$ cat config.mk
export PLATFORM = sky130hd
export DESIGN_NAME = core_lsu
export DESIGN_NICKNAME = d
export VERILOG_FILES = /design/src/rtl/core_pkg.sv /design/src/rtl/core_lsu_align.sv /design/src/rtl/core_lsu.sv
export SDC_FILE = /design/constraint.sdc
export NUM_CORES = 1
export LEC_CHECK = 0
export BUFFER_PORTS_ARGS = -buffer_cell sky130_fd_sc_hd__buf_4
export CORE_ASPECT_RATIO = 1.25
export CORE_MARGIN = 4
export CORE_UTILIZATION = 54
export CTS_CLUSTER_DIAMETER = 40
export DETAILED_ROUTE_END_ITERATION = 10
export GPL_TIMING_DRIVEN = 0
export PLACE_DENSITY = 0.86
export REMOVE_ABC_BUFFERS = 1
export SETUP_SLACK_MARGIN = 0.3
export SYNTH_ARGS = -nofsm -noshare
export SYNTH_HDL_FRONTEND = slang
export SYNTH_SLANG_ARGS = --single-unit
$ cat constraint.sdc
create_clock -name CLK -period 5 [get_ports CLK]
set_clock_uncertainty 0.2 [all_clocks]
set_input_delay 0.25 -clock CLK [delete_from_list [all_inputs] [get_ports CLK]]
set_output_delay 0.25 -clock CLK [all_outputs]
set_load 0.03 [all_outputs]
$ cat src/rtl/core_pkg.sv
// core_pkg: shared definitions for the load/store unit.
//   - SZ_B / SZ_H / SZ_W (SZ_X illegal) : access size encodings on SIZE
//   - lsu_state_e                       : FSM state encoding
//   - cnt_width()                       : timeout counter width for a TIMEOUT value
//   - access_bad()                      : misalignment / illegal-size test
package core_pkg;

  localparam logic [1:0] SZ_B = 2'b00;
  localparam logic [1:0] SZ_H = 2'b01;
  localparam logic [1:0] SZ_W = 2'b10;
  localparam logic [1:0] SZ_X = 2'b11;

  typedef enum logic [1:0] {
    ST_IDLE   = 2'd0,
    ST_ACCESS = 2'd1,
    ST_RESP   = 2'd2
  } lsu_state_e;

  // Counter must be able to hold the value TIMEOUT itself.
  function automatic int cnt_width(input int timeout);
    return $clog2(timeout + 1);
  endfunction

  // 1 when the access cannot be issued: misaligned half/word or SIZE=11.
  function automatic logic access_bad(input logic [1:0] size, input logic [1:0] addr_lo);
    logic bad;
    case (size)
      SZ_B:    bad = 1'b0;
      SZ_H:    bad = addr_lo[0];
      SZ_W:    bad = (addr_lo != 2'b00);
      default: bad = 1'b1;
    endcase
    return bad;
  endfunction

endpackage

$ cat src/rtl/core_lsu_align.sv
// core_lsu_align: combinational data-path helpers for the load/store unit.
//   size, addr_lo, is_unsigned : latched access attributes
//   wdata     : right-justified store data
//   rdata     : raw word from memory
//   be        : byte enables for the access
//   wdata_rep : store data replicated across the lanes selected by be
//   ld_data   : lane-extracted, sign/zero-extended load result
module core_lsu_align
  import core_pkg::*;
(
  input  logic [1:0]  size,
  input  logic [1:0]  addr_lo,
  input  logic        is_unsigned,
  input  logic [31:0] wdata,
  input  logic [31:0] rdata,
  output logic [3:0]  be,
  output logic [31:0] wdata_rep,
  output logic [31:0] ld_data
);

  logic [7:0]  byte_lane;
  logic [15:0] half_lane;

  always_comb begin
    be = 4'b1111;
    case (size)
      SZ_B:    be = 4'b0001 << addr_lo;
      SZ_H:    be = 4'b0011 << {addr_lo[1], 1'b0};
      default: be = 4'b1111;
    endcase
  end

  // Each byte lane picks its source: the low byte for byte stores, the
  // matching byte of the low half for half stores, itself for words.
  generate
    for (genvar gi = 0; gi < 4; gi++) begin : g_lane
      always_comb begin
        case (size)
          SZ_B:    wdata_rep[8*gi +: 8] = wdata[7:0];
          SZ_H:    wdata_rep[8*gi +: 8] = wdata[8*(gi%2) +: 8];
          default: wdata_rep[8*gi +: 8] = wdata[8*gi +: 8];
        endcase
      end
    end
  endgenerate

  always_comb begin
    byte_lane = rdata[{addr_lo, 3'b000} +: 8];
    half_lane = rdata[{addr_lo[1], 4'b0000} +: 16];
    case (size)
      SZ_B:    ld_data = is_unsigned ? {24'd0, byte_lane} : {{24{byte_lane[7]}}, byte_lane};
      SZ_H:    ld_data = is_unsigned ? {16'd0, half_lane} : {{16{half_lane[15]}}, half_lane};
      default: ld_data = rdata;
    endcase
  end

endmodule

$ cat src/rtl/core_lsu.sv
// core_lsu: load/store unit between the memory stage and the data port.
//   Core side  : REQ, WE, SIZE, UNSIGNED, ADDR, WDATA in; BUSY, DONE, ERR, RDATA out
//   Memory side: D_REQ, D_ADDR, D_WE, D_BE, D_WDATA out; D_READY, D_RDATA in
//   TIMEOUT    : cycles D_REQ may wait for D_READY before the access is aborted
// One request at a time: IDLE -> ACCESS (memory handshake) -> RESP (DONE pulse).
// Bad requests skip ACCESS and go straight to RESP with ERR.
module core_lsu
  import core_pkg::*;
#(
  parameter int TIMEOUT = 255
) (
  input  logic        CLK,
  input  logic        RST_N,
  input  logic        REQ,
  input  logic        WE,
  input  logic [1:0]  SIZE,
  input  logic        UNSIGNED,
  input  logic [31:0] ADDR,
  input  logic [31:0] WDATA,
  output logic        BUSY,
  output logic        DONE,
  output logic        ERR,
  output logic [31:0] RDATA,
  output logic        D_REQ,
  output logic [31:0] D_ADDR,
  output logic        D_WE,
  output logic [3:0]  D_BE,
  output logic [31:0] D_WDATA,
  input  logic        D_READY,
  input  logic [31:0] D_RDATA
);

  localparam int CNT_W = cnt_width(TIMEOUT);
  localparam logic [CNT_W-1:0] CNT_LAST = CNT_W'(TIMEOUT - 1);

  lsu_state_e        state_reg, state_next;
  logic [CNT_W-1:0]  cnt_reg, cnt_next;
  logic              err_reg, err_next;

  logic              we_reg;
  logic [1:0]        size_reg;
  logic              uns_reg;
  logic [31:0]       addr_reg;
  logic [31:0]       wdata_reg;
  logic [31:0]       rdata_reg;

  logic              accept;
  logic              in_access;
  logic [3:0]        be;
  logic [31:0]       wdata_rep;
  logic [31:0]       ld_data;

  assign accept    = (state_reg == ST_IDLE) && REQ;
  assign in_access = (state_reg == ST_ACCESS);

  core_lsu_align u_align (
    .size        (size_reg),
    .addr_lo     (addr_reg[1:0]),
    .is_unsigned (uns_reg),
    .wdata       (wdata_reg),
    .rdata       (D_RDATA),
    .be          (be),
    .wdata_rep   (wdata_rep),
    .ld_data     (ld_data)
  );

  always_ff @(posedge CLK or negedge RST_N) begin
    if (!RST_N) begin
      state_reg <= ST_IDLE;
      cnt_reg   <= '0;
      err_reg   <= 1'b0;
    end else begin
      state_reg <= state_next;
      cnt_reg   <= cnt_next;
      err_reg   <= err_next;
    end
  end

  always_comb begin
    state_next = state_reg;
    cnt_next   = cnt_reg;
    err_next   = err_reg;
    case (state_reg)
      ST_IDLE: begin
        if (REQ) begin
          err_next   = access_bad(SIZE, ADDR[1:0]);
          cnt_next   = '0;
          state_next = err_next ? ST_RESP : ST_ACCESS;
        end
      end
      ST_ACCESS: begin
        // A late D_READY in the final allowed cycle still wins over the abort.
        if (D_READY) begin
          state_next = ST_RESP;
        end else if (cnt_reg == CNT_LAST) begin
          err_next   = 1'b1;
          state_next = ST_RESP;
        end else begin
          cnt_next = cnt_reg + CNT_W'(1);
        end
      end
      ST_RESP: begin
        state_next = ST_IDLE;
      end
      default: begin
        state_next = ST_IDLE;
      end
    endcase
  end

  // Request attributes are frozen for the whole transaction so the memory
  // side sees stable address/enables/data until D_READY.
  always_ff @(posedge CLK or negedge RST_N) begin
    if (!RST_N) begin
      we_reg    <= 1'b0;
      size_reg  <= SZ_B;
      uns_reg   <= 1'b0;
      addr_reg  <= '0;
      wdata_reg <= '0;
      rdata_reg <= '0;
    end else begin
      if (accept) begin
        we_reg    <= WE;
        size_reg  <= SIZE;
        uns_reg   <= UNSIGNED;
        addr_reg  <= ADDR;
        wdata_reg <= WDATA;
      end
      if (in_access && D_READY && !we_reg) begin
        rdata_reg <= ld_data;
      end
    end
  end

  // The memory bus is driven only while a request is outstanding.
  assign D_REQ   = in_access;
  assign D_ADDR  = in_access ? {addr_reg[31:2], 2'b00} : 32'd0;
  assign D_WE    = in_access && we_reg;
  assign D_BE    = in_access ? be : 4'b0000;
  assign D_WDATA = (in_access && we_reg) ? wdata_rep : 32'd0;

  assign BUSY  = (state_reg != ST_IDLE);
  assign DONE  = (state_reg == ST_RESP);
  assign ERR   = (state_reg == ST_RESP) && err_reg;
  assign RDATA = rdata_reg;

endmodule

==> run_results.csv, run 1 <==
group,metric,value,unit
detailed_routing,wl_per_cell,19.54,microns
logic_synthesis,yosys_warnings,0,
floorplan,num_io_pins,209,
grt,overflow,0,
logic_synthesis,netlist_area,0.005634,sq mm
grt,antenna_found_initial,2,
logic_synthesis,synth_compound_area_frac,0.1288,
cts,clock_latency,0.35,ns
final_layout,drive_gt1_frac,0.2460,
placement,portBuffers,206,
final_layout,layout_common_cells,"nand2_1, buf_4, dfrtp_1",
grt,grt_max_degree,112,
logic_synthesis,synth_cell_type_count,45,
worst_setup_path,cp.required,4.55,ns
floorplan,rows,41,
timing,period_share,0.7862,
final_layout,fin_nets,1037,
logic_synthesis,synth-adder-area-share,0.004441,
cts,cts_buffer_depth,2,
detailed_routing,ant_nets,0,
worst_setup_path,cp-start-kind,"flip-flop",
timing,slew_headroom,0.1745,
cts,cts_buffers,9,
pwr,switching_share,0.4479,
timing,setup_viol,0,
floorplan,die_x,99.36,microns
pwr,clkPwrFrac,0.156,
detailed_routing,drtIter0Drc,589,
worst_setup_path,crit_family,"buffers and inverters",
detailed_routing,route.detailed.drc,0,
detailed_routing,via_count,6286,
floorplan,start_util,0.5547,
pwr,p_leak,0.004258,uW
cts,clock-sinks,111,
pwr,powerDensity,518.7,mW/mm^2
worst_setup_path,arrival,3.48,ns
timing,period_needed,3.931,ns
grt,grt_pass1_wl,32.21,mm
detailed_routing,routed-wl-met2,10.23,mm
detailed_routing,route.layer.met1.wl,7.363,mm
logic_synthesis,ys_ff_latch,111,
grt,track_usage,0.3387,
logic_synthesis,async_flop_share,1.000,
timing,slew_violations,0,
worst_setup_path,worstPathMaxFanout,42,
timing,worst_pin_slew,1.236,ns
logic_synthesis,synth-main-ff-cell,"dfrtp_1",
logic_synthesis,synth-edff-count,0,
logic_synthesis,netlist.top_cell.by_area,"dfrtp_1",
worst_setup_path,crit_type,"reg2out",
detailed_routing,top_layer,"met5",
pwr,ir_drop,0.0002629,V
pwr,pwr-share-seq,0.379,
detailed_routing,drt-pass1-iter-count,5,
floorplan,core-area,0.01016,sq mm
detailed_routing,wl,20.81,mm
logic_synthesis,netlist_instances,684,
logic_synthesis,synth_top_family_by_area,"simple AND/OR/NAND/NOR gates",
detailed_routing,wl_met3,2.174,mm
worst_setup_path,critPathMaxStageDelay,0.92,ns
run_status,status,"finished, final reports clean",
placement,gp_congestion,0.9066,
logic_synthesis,synth_area_leaders,"dfrtp_1, nand2_1, mux2i_1, a21oi_1, nor2_1",
worst_setup_path,worstSetupEndpointType,"output pin",
timing,rsz0062_at_grt,"no",
floorplan,die-area,0.01214,sq mm
worst_setup_path,path_cells,"nand2b_1, inv_1, nand2_1, a21oi_1, buf_4",
timing,hold_violations,0,
logic_synthesis,yosysSeqAreaShare,0.4930,
logic_synthesis,synth_top_area_share,0.4930,
cts,clock-root-buffer,"clkbuf_16",
detailed_routing,via_per_inst,5.902,
min_path,hp-class,"in2reg",
floorplan,die_h,122.2,microns
logic_synthesis,synthMuxAreaShare,0.05552,
placement,dp_hpwl,12.07,mm
logic_synthesis,synthXorXnorAreaFrac,0,
final_layout,final_common_cell,"nand2_1",
job,maxCapViolations,0,
cts,path_clk_slew,0.07,ns
logic_synthesis,synthSimpleGateAreaFrac,0.2718,
worst_setup_path,timing.critical_path.buf_inv,2,
final_layout,area_growth_syn_to_layout,46.21,%
timing,hold_ws,0.02023,ns
cts,cts_tree,"yes",
timing,max_freq,254.4,MHz
worst_setup_path,cp_slowest_cell,"inv_1",
cts,htree_levels,3,
logic_synthesis,syn_avg_cell_area,8.237,sq um
pwr,p_comb_frac,0.465,
pwr,p_sw,1914,uW
timing,finalSetupTns,0,ns
grt,grt_pass1_vias,6321,
pwr,intPower,2359,uW
[logic make-up (layout without fill, tap and decap cells)]
family                     count (synthesis)  count (layout)
DFF                                      111             111
other                                      1               3
AOI/OAI and AO/OA                        118             118
and+or+nand+nor                          361             361
muxes                                     30              30
buffers and inverters                     61             311
adders and majority gates                  2               2
[stage by stage]
step | std cells | instance area, sq um | setup slack (ns) | power [uW] | utilization
after floorplan | 640 | 5440 | 1.967 | 2691 | -
after global placement | 975 | 7148 | 1.292 | 3352 | 0.7037
after detailed placement | 978 | 7221 | 1.151 | 3446 | 0.7109
after CTS | 1061 | 8160 | 1.007 | 4152 | 0.8034
after global routing | 1065 | 8238 | 0.8770 | 4492 | 0.8110
final | 1065 | 8238 | 1.069 | 4273 | 0.8110
[power groups by stage]
| stage | clock (uW) | sequential, uW | combinational (uW) |
|---|---|---|---|
| global route | 708 | 1660 | 2120 |
| global placement | 0 | 1590 | 1760 |
| floorplan | 0 | 1770 | 918 |
| detailed placement | 0 | 1590 | 1850 |
| finish | 666 | 1620 | 1990 |
| CTS | 668 | 1580 | 1910 |
[cell usage after synthesis, types with 3 or more instances]
library cell  number
and3_1            11
and2_1            33
buf_2              5
clkbuf_1          34
a221oi_1           7
nor2b_1            3
o221ai_1           6
nand2_1          240
inv_1             14
dfrtp_1          111
a22o_1             8
o21ai_0           23
nand3_1            4
mux2i_1           29
a21oi_1           52
o22ai_1            8
nor2_1            57
[worst min-delay path: cells and delay by family]
family	cells	cell delay [ns]
AOI/OAI and AO/OA	2	0.18
buffers and inverters	1	0.09
[repair_timing]
action / 4_1_cts / 5_1_grt
setup buffers: 0 / 0
hold buffers: 68 / 1
endpoints found under the hold margin: 68 / 111
gates resized for setup: 0 / 0
[layer usage]
| metal | track usage | vias up |
|---|---|---|
| met3 | 0.08820 | 95 |
| met4 | 0.1947 | 2 |
| met1 | 0.3949 | 3004 |
| li1 | - | 2740 |
| met5 | 0 | - |
| met2 | 0.5639 | 445 |
[final cells by class]
type                    count  area (sq um)
flip-flops and latches    111          2779
multi-input cells         513          2613
repair buffers            280          2364
fillers                   576          1919
clock buffers              14         254.0
well taps                 129         161.4
inverters                  16         60.06
clock inverters             1         5.005
diodes                      1         2.502
[path summary, 6_finish.rpt]
| kind | slack, ns | endpoint | depth (start not counted) | startpoint |
|---|---|---|---|---|
| worst max-delay path | 1.07 | D_WDATA[15] | 5 | state_reg[1] |
| worst min-delay path | 0.02 | RDATA[22] | 3 | D_RDATA[22] |
| min in group asynchronous | 0.08 | wdata_reg[26] | 2 | RST_N |
| worst max register to register | 1.40 | RDATA[6] | 5 | state_reg[1] |
| max in group asynchronous | 3.80 | size_reg[1] | 3 | RST_N |
| worst min register to register | 0.27 | err_reg | 2 | err_reg |
No activity file was read; power rests on OpenSTA's default activity.
==> run 2, diff against run 1 <==
CORE_UTILIZATION = 50   (was 54)
PLACE_DENSITY = 0.81   (was 0.86)
clock period = 3.83 ns   (was 5 ns; I/O delays follow)
==> run_results.csv, run 2 (same netlist as run 1, synthesis figures left out) <==
group,metric,value,unit
grt,grt_pass1_vias,6378,
worst_setup_path,critPathMaxStageDelay,0.67,ns
cts,cts_setup_buffers,0,
final_layout,layout_common_cells,"nand2_1, buf_4, dfrtp_1",
placement,preCtsSetupSlack,0.1174,ns
timing,period_share,0.8255,
placement,dp_hpwl,12.01,mm
floorplan,rows,43,
detailed_routing,drt-pass1-iter-count,6,
floorplan,die-area,0.01304,sq mm
timing,worst_pin_slew,1.305,ns
grt,track_usage,0.3022,
timing,slew_violations,0,
detailed_routing,wl,19.91,mm
min_path,hp-class,"in2reg",
worst_setup_path,timing.critical_path.buf_inv,2,
final_layout,diodes,0,
final_layout,stdcell_count,1092,
cts,clock_latency,0.34,ns
timing,period_needed,3.161,ns
detailed_routing,drtIter0Drc,439,
worst_setup_path,crit_type,"reg2out",
placement,portBuffers,206,
timing,max_freq,316.3,MHz
cts,cts_buffer_depth,2,
detailed_routing,routed-wl-met2,9.938,mm
grt,grt_pass1_wl,31.24,mm
floorplan,die_h,126.7,microns
worst_setup_path,path_depth,5,
final_layout,drive_gt1_frac,0.2466,
worst_setup_path,path_cells,"nand2b_1, clkinvlp_4, nand2_2, a21oi_1, buf_4",
detailed_routing,route.detailed.drc,0,
worst_setup_path,crit_family,"simple AND/OR/NAND/NOR gates",
job,maxCapViolations,0,
worst_setup_path,ff2ff_path_depth,4,
floorplan,die_x,102.9,microns
worst_setup_path,cp-start-kind,"flip-flop",
floorplan,start_util,0.5084,
final_layout,fin_util,0.7656,
final_layout,finalInstanceArea,0.008486,sq mm
pwr,p_leak,0.004350,uW
placement,gp_congestion,0.9253,
timing,rsz0062_at_grt,"no",
floorplan,core-area,0.01108,sq mm
timing,hold_violations,0,
placement,post_dp_cell_area,0.007221,sq mm
worst_setup_path,worstPathMaxFanout,42,
detailed_routing,route.layer.met1.wl,7.323,mm
timing,finalSetupTns,0,ns
worst_setup_path,r2r_setup_slack,0.87,ns
cts,cts_tree,"yes",
final_layout,area_growth_syn_to_layout,50.61,%
detailed_routing,wl_met3,1.848,mm
detailed_routing,top_layer,"met4",
final_layout,final_common_cell,"nand2_1",
worst_setup_path,cp.required,3.44,ns
run_status,status,"finished, final reports clean",
timing,setup_viol,0,
detailed_routing,wl_per_cell,18.23,microns
cts,clock-sinks,111,
cts,cts_buffers,9,
final_layout,fin_nets,1059,
pwr,ir_drop,0.0003127,V
detailed_routing,via_per_inst,5.652,
placement,place_inst,984,
final_layout,fillers,719,
cts,path_clk_slew,0.07,ns
min_path,hold_depth,3,
worst_setup_path,arrival,2.77,ns
grt,antenna_found_initial,0,
cts,htree_levels,3,
floorplan,num_io_pins,209,
grt,grt_max_degree,112,
detailed_routing,ant_nets,0,
worst_setup_path,cp_slowest_cell,"nand2_2",
grt,overflow,0,
timing,slew_headroom,0.1281,
worst_setup_path,worstSetupEndpointType,"output pin",
pwr,powerDensity,657.6,mW/mm^2
cts,clock-root-buffer,"clkbuf_16",
timing,setup_slack,0.6685,ns
detailed_routing,via_count,6172,
==> run 2: cell types whose count changed in the layout (fill, tap and decap cells not counted), sizes merged <==
cell | previous run | this run
dlygate4sd3 | 69 | 91
diode | 1 | 0
clkbuf | 14 | 11
clkinvlp | 0 | 2
clkinv | 3 | 4
==> run 2: worst paths after layout <==
check,end,from
max,D_WDATA[14],state_reg[1]
min,state_reg[1],REQ
max reg2reg,RDATA[0],size_reg[0]
min reg2reg,err_reg,err_reg
max in group asynchronous,size_reg[1],RST_N
min in group asynchronous,RDATA[10],RST_N
==> run 2: worst reg2reg max path: cells and delay by family, from the launching register on <==
kind / cells / cell delay (ns)
AOI/OAI and AO/OA: 2 / 0.40
and+or+nand+nor: 2 / 1.54
DFF: 1 / 0.72
==> run 2: final cells by class <==
cell class / instances / area, sq um / share of cell area
Clock buffer: 11 / 252.7 / 0.02978
Clock inverter: 4 / 30.03 / 0.003539
Inverter: 16 / 63.81 / 0.007520
Multi-Input combinational cell: 513 / 2615 / 0.3082
Sequential cell: 111 / 2779 / 0.3275
Tap cell: 135 / 168.9 / 0.01991
Timing Repair Buffer: 302 / 2576 / 0.3036
==> run 2: report_power, final <==
group          leakage, uW  switching (uW)  internal [uW]
Combinational      0.00284            1620            990
Sequential         0.00137             424           1640
Clock             0.000138             430            477
Total              0.00435            2470           3110
==> run 2: per-layer routing <==
| layer | track usage | up-vias |
|---|---|---|
| met4 | 0.1441 | 0 |
| met3 | 0.08141 | 68 |
| met2 | 0.5021 | 357 |
| li1 | - | 2787 |
| met1 | 0.3578 | 2960 |
| met5 | 0 | - |
==> run 2: per-stage QoR <==
stage / total power, uW / hold slack (ns)
final: 5580 / 0.02239
after global routing: 5914 / 0.03459
after CTS: 5503 / 0.002067
after detailed placement: 4514 / 0.1843
after global placement: 4404 / 0.1817
after floorplan: 3513 / -0.3041
==> run 2: repair_timing <==
item | CTS | global route
hold buffers | 90 | 1
gates cloned | 0 | 0
endpoints found under the setup margin | 55 | 25
gates resized for setup | 1 | 1
endpoints found under the hold margin | 92 | 111
